==> config.mk <==
export PLATFORM = sky130hd
export DESIGN_NAME = div_sched
export DESIGN_NICKNAME = d
export VERILOG_FILES = /design/src/rtl/div_sched.sv
export SDC_FILE = /design/constraint.sdc
export NUM_CORES = 1
export LEC_CHECK = 0
export BUFFER_PORTS_ARGS = -buffer_cell sky130_fd_sc_hd__buf_2
export CAP_MARGIN = 20
export CORE_AREA = 2 2 109 111
export CTS_CLUSTER_SIZE = 40
export DETAILED_ROUTE_END_ITERATION = 10
export DIE_AREA = 0 0 111 113
export PLACE_DENSITY_LB_ADDON = 0.25
export SYNTH_ARGS = -nofsm -noshare
export SYNTH_HDL_FRONTEND = slang
export SYNTH_SLANG_ARGS = --single-unit
export TNS_END_PERCENT = 50
==> constraint.sdc <==
create_clock -name clk -period 2.05 [get_ports clk]
set_input_delay 0.41 -clock clk [delete_from_list [all_inputs] [get_ports clk]]
set_output_delay 0.41 -clock clk [all_outputs]
set_load 0.05 [all_outputs]
==> src/rtl/div_sched.sv <==
// div_sched: round-robin scheduler sharing one divider between two requesters.
// Defining DIV_SCHED_REUSE_EN answers an exact repeat of the last completed operation without the divider.
`ifndef XLEN
`define XLEN 32
`endif
module div_sched #(
  parameter int XLEN = `XLEN
) (
  input  logic              clk,
  input  logic              reset_n,
  input  logic [1:0]        req_valid,
  output logic [1:0]        req_ready,
  input  logic [3:0]        req_op,
  input  logic [1:0]        req_word,
  input  logic [2*XLEN-1:0] req_a,
  input  logic [2*XLEN-1:0] req_b,
  input  logic [1:0]        flush,
  output logic [1:0]        resp_valid,
  output logic [XLEN-1:0]   resp_data,
  output logic              div_start,
  output logic [1:0]        div_op,
  output logic              div_word,
  output logic [XLEN-1:0]   div_dividend,
  output logic [XLEN-1:0]   div_divisor,
  input  logic              div_busy,
  input  logic              div_ready,
  input  logic [XLEN-1:0]   div_result
);
  typedef enum logic [1:0] {IDLE, ISSUE, WAIT, RESP} state_t;
  state_t state;
  logic rr, kill, owner, grant, fire, hit, idle;
  logic [1:0] sel_op;
  logic sel_word;
  logic [XLEN-1:0] sel_a, sel_b, hit_data;
  assign grant = (req_valid == 2'b11) ? rr : req_valid[1];
  assign idle = (state == IDLE) && !div_busy;
  assign req_ready = idle ? ({grant, !grant} & req_valid & ~flush) : 2'b00;
  assign fire = |(req_valid & req_ready);
  assign sel_op = grant ? req_op[3:2] : req_op[1:0];
  assign sel_word = req_word[grant];
  assign sel_a = grant ? req_a[2*XLEN-1:XLEN] : req_a[XLEN-1:0];
  assign sel_b = grant ? req_b[2*XLEN-1:XLEN] : req_b[XLEN-1:0];
`ifdef DIV_SCHED_REUSE_EN
  logic c_valid, c_word;
  logic [1:0] c_op;
  logic [XLEN-1:0] c_a, c_b, c_res;
  assign hit = c_valid && c_op == sel_op && c_word == sel_word && c_a == sel_a && c_b == sel_b;
  assign hit_data = c_res;
  // killed operations still refresh the entry: the divider did finish them
  always_ff @(posedge clk) begin
    if (!reset_n) begin
      c_valid <= 1'b0;
      c_op <= '0;
      c_word <= 1'b0;
      c_a <= '0;
      c_b <= '0;
      c_res <= '0;
    end else if (state == WAIT && div_ready) begin
      c_valid <= 1'b1;
      c_op <= div_op;
      c_word <= div_word;
      c_a <= div_dividend;
      c_b <= div_divisor;
      c_res <= div_result;
    end
  end
`else
  assign hit = 1'b0;
  assign hit_data = '0;
`endif
  always_ff @(posedge clk) begin
    if (!reset_n) begin
      state <= IDLE;
      rr <= 1'b0;
      kill <= 1'b0;
      owner <= 1'b0;
      div_start <= 1'b0;
      div_op <= '0;
      div_word <= 1'b0;
      div_dividend <= '0;
      div_divisor <= '0;
      resp_valid <= '0;
      resp_data <= '0;
    end else begin
      div_start <= 1'b0;
      resp_valid <= 2'b00;
      if (state != IDLE && flush[owner]) kill <= 1'b1;
      case (state)
        IDLE: if (fire) begin
          owner <= grant;
          rr <= !grant;
          kill <= 1'b0;
          div_op <= sel_op;
          div_word <= sel_word;
          div_dividend <= sel_a;
          div_divisor <= sel_b;
          div_start <= !hit;
          resp_valid <= hit ? {grant, !grant} : 2'b00;
          if (hit) resp_data <= hit_data;
          state <= hit ? RESP : ISSUE;
        end
        ISSUE: state <= WAIT;
        // a flush arriving with div_ready still suppresses this response
        WAIT: if (div_ready) begin
          resp_data <= div_result;
          resp_valid <= (kill || flush[owner]) ? 2'b00 : {owner, !owner};
          state <= RESP;
        end
        default: state <= IDLE;
      endcase
    end
  end
endmodule

==> summary.md <==
| Metric | Value |
|---|---|
| Initial Util | 39.73% |
| First-pass GRT wire length | 19.80 mm |
| Synth cell types | 35 |
| Reg2reg end | div_divisor[14] |
| TritonCTS clock tree | yes |
| Worst Skew | 4.838 ps |
| Global Route Usage Sum | 19.03% |
| Share of cells above drive strength 1 | 44.40% |
| Port buffer count | 277 |
| Max-Cap Viols | 0 |
| CP Data Required Time | 1640 ps |
| Clock Sinks | 107 |
| Total grt overflow | 0 |
| Synth Flop Type | dfxtp_1 |
| 1st-iter DRT viols | 170 |
| P&R area growth vs syn | 39.76% |
| RSZ-0062 raised after global routing | no |
| Routed Antenna Nets | 0 |
| Synth top area cells | dfxtp_1 48%, a21boi_0 15%, nand2_1 11%, a22oi_1 9.6%, a22oi_2 2.8% |
| Final Wtd Congestion | 0.8418 |
| Die area | 0.01254 mm^2 |
| Leakage power | 2.800 nW |
| Most common cell in the synthesized netlist | nand2_1 |
| Max Root-Sink Buffers | 2 |
| Post-synth EDFFs | 0 |
| Ys async rst share | 0% |
| Ant diodes | 0 |
| Die Width | 111 um |
| Final Hold Viols | 0 |
| Worst setup path category | flop to output pin |
| FMAX | 0.5087 GHz |
| DIE HEIGHT | 113 um |
| Clock transition at the registers of the reported paths | 70 ps |
| FF+latch count, synth | 107 |
| Period utilisation layout | 95.89% |
| Post-synth top cells | 136 x nand2_1, 107 x dfxtp_1, 88 x a21boi_0 |
| RR Startpoint | state[1] |
| Ys Warns | 0 |
| Slew HR | 78.87% |
| Cell count of the worst reg-to-reg path | 7 |
| Worst VDD drop | 0.4245 mV |
| R2r setup slk | 320 ps |
| Cell Count Post-Placement | 868 |
| Detailed Routing Iterations Pass 1 | 4 |
| Post-synthesis sequential area ratio | 47.83% |
| Setup_tns | 0 ps |
| Vias per cell | 4.869 |
| I/O pin count | 278 |
| Wire per inst | 13.88 um |
| Critical path data arrival time | 1560 ps |
| Root Buffer | clkbuf_16 |
| Hold_ws | 284.6 ps |
| Via count | 4304 |
| Core ar. | 0.01127 mm^2 |
| Worst-Margin Slew | 316.9 ps |
| Status | complete, no violations |
| Cell row count | 39 |
| Cell taking the most area after synthesis | dfxtp_1 |
| Minimum clock period | 1966 ps |
| Synthesized Nets | 653 |
| Worst min-delay path category | input port to flop |
| Hold Crit Depth | 2 |
| Post-layout nets | 912 |
| Vias in the first global route | 4317 |
| Syn_area_per_cell | 9.388 um^2 |
| Largest net degree at the start of global routing | 54 |
| Worst Hold Path EP | resp_valid[1] |
| Startpoint class of the critical path | flop |
| Syn Inst Count | 477 |
| HP Start | flush[1] |
| Overall power | 5.903 mW |
| CTS Buf Count | 9 |
| Antenna violations before repair | 0 |
| Worst skew pair latency | 330 ps |
| DRC Markers | 0 |
| Htree depth | 3 |
| Detailed-placement wirelength estimate | 9.610 mm |
| Critical path endpoint category | output pin |
| Final setup fails | 0 |
| PwrDens | 943.2 mW/mm^2 |
| Slew Limit Fails | 0 |
| Setup fix buffers added after clock tree synthesis | 0 |
| Final non-filler cell total | 884 |
| Max FO, Critical Path | 6 |
| Top-area cell type share of the netlist area | 47.83% |
| Routed WL | 12.27 mm |
| Post-synthesis cell area | 0.004478 mm^2 |
-- power breakdown --
part | internal (mW) | leakage [nW] | switching (mW)
clock network | 1.05 | 0.150 | 0.705
registers | 2.28 | 0.868 | 0.0961
logic | 0.569 | 1.78 | 1.20
total | 3.90 | 2.80 | 2.00
-- worst max-delay path, cell delays in order (launching register included) --
cell	delay (ps)
dfxtp_1	310
inv_1	120
ha_4	180
and4bb_4	270
and2_4	180
buf_6	160
-- logic make-up (layout without fill, tap and decap cells) --
kind of cell | after synthesis | count (layout) | share of synthesized area [%]
flops | 107 | 107 | 47.83
mux | 1 | 1 | 0.2235
fa+ha+maj | 2 | 2 | 0.5587
buf+inv | 43 | 307 | 6.119
compound gates | 173 | 173 | 31.27
simple gates | 151 | 151 | 14.00
-- stage by stage --
| stage | cell area, um^2 | utilization [%] | setup slack (ps) |
|---|---|---|---|
| after CTS | 6241 | 55.37 | 8.635 |
| after floorplan | 4478 | - | 314.9 |
| after global placement | 5926 | 52.57 | 317.4 |
| final | 6259 | 55.52 | 84.21 |
| after global routing | 6259 | 55.52 | 14.74 |
| after detailed placement | 5926 | 52.57 | 263.5 |
-- area by class of cell --
cell class	count	area, um^2
fill	1057	5014
sequential	107	2142
multi-input combinational	327	2074
timing repair buffer	288	1544
clock buffer	15	277.8
tap	143	178.9
clock inverter	1	30.03
inverter	3	11.26
-- placed cells by master, fill, tap and decap left out, drive strengths merged --
master	n
buf	288
nand2	137
dfxtp	107
a21boi	99
a22oi	68
clkbuf	15
nor2b	3
inv	3
and2	3
and4bb	2
a21oi	2
ha	2
nand2b	1
o221a	1
nand3b	1
nor3	1
nor3b	1
nor2	1
mux2i	1
and2b	1
o21a	1
a211oi	1
o2bb2ai	1
bufinv	1
-- worst max-delay path by stage --
stage	from	endpoint	slack, ps	depth (start not counted)
floorplan	state[0]	req_ready[0]	310	6
global placement	state[0]	req_ready[1]	320	5
detailed placement	state[0]	div_divisor[21]	260	7
CTS	state[0]	req_ready[1]	9	5
global route	state[0]	req_ready[1]	10	5
finish	state[0]	req_ready[1]	80	5
-- state kept, by name, indices dropped and copies added, names as in the netlist --
register / flops
state: 2
kill: 1
resp_data: 32
div_op: 2
resp_valid: 2
div_divisor: 32
div_dividend: 32
div_start: 1
rr: 1
div_word: 1
owner: 1
-- metal layers --
layer | track usage [%] | part of all wire (%)
met5 | 0 | 0
met4 | 6.750 | 2.4
met3 | 5.785 | 8.3
met2 | 35.95 | 51
met1 | 20.01 | 38
-- what timing repair did --
action / 4_1_cts / 5_1_grt
hold buffers: 0 / 0
endpoints found under the setup margin: 2 / 2
gates resized for setup: 3 / 3
pin swaps: 0 / 0
Power figures use the tool's default switching activity.
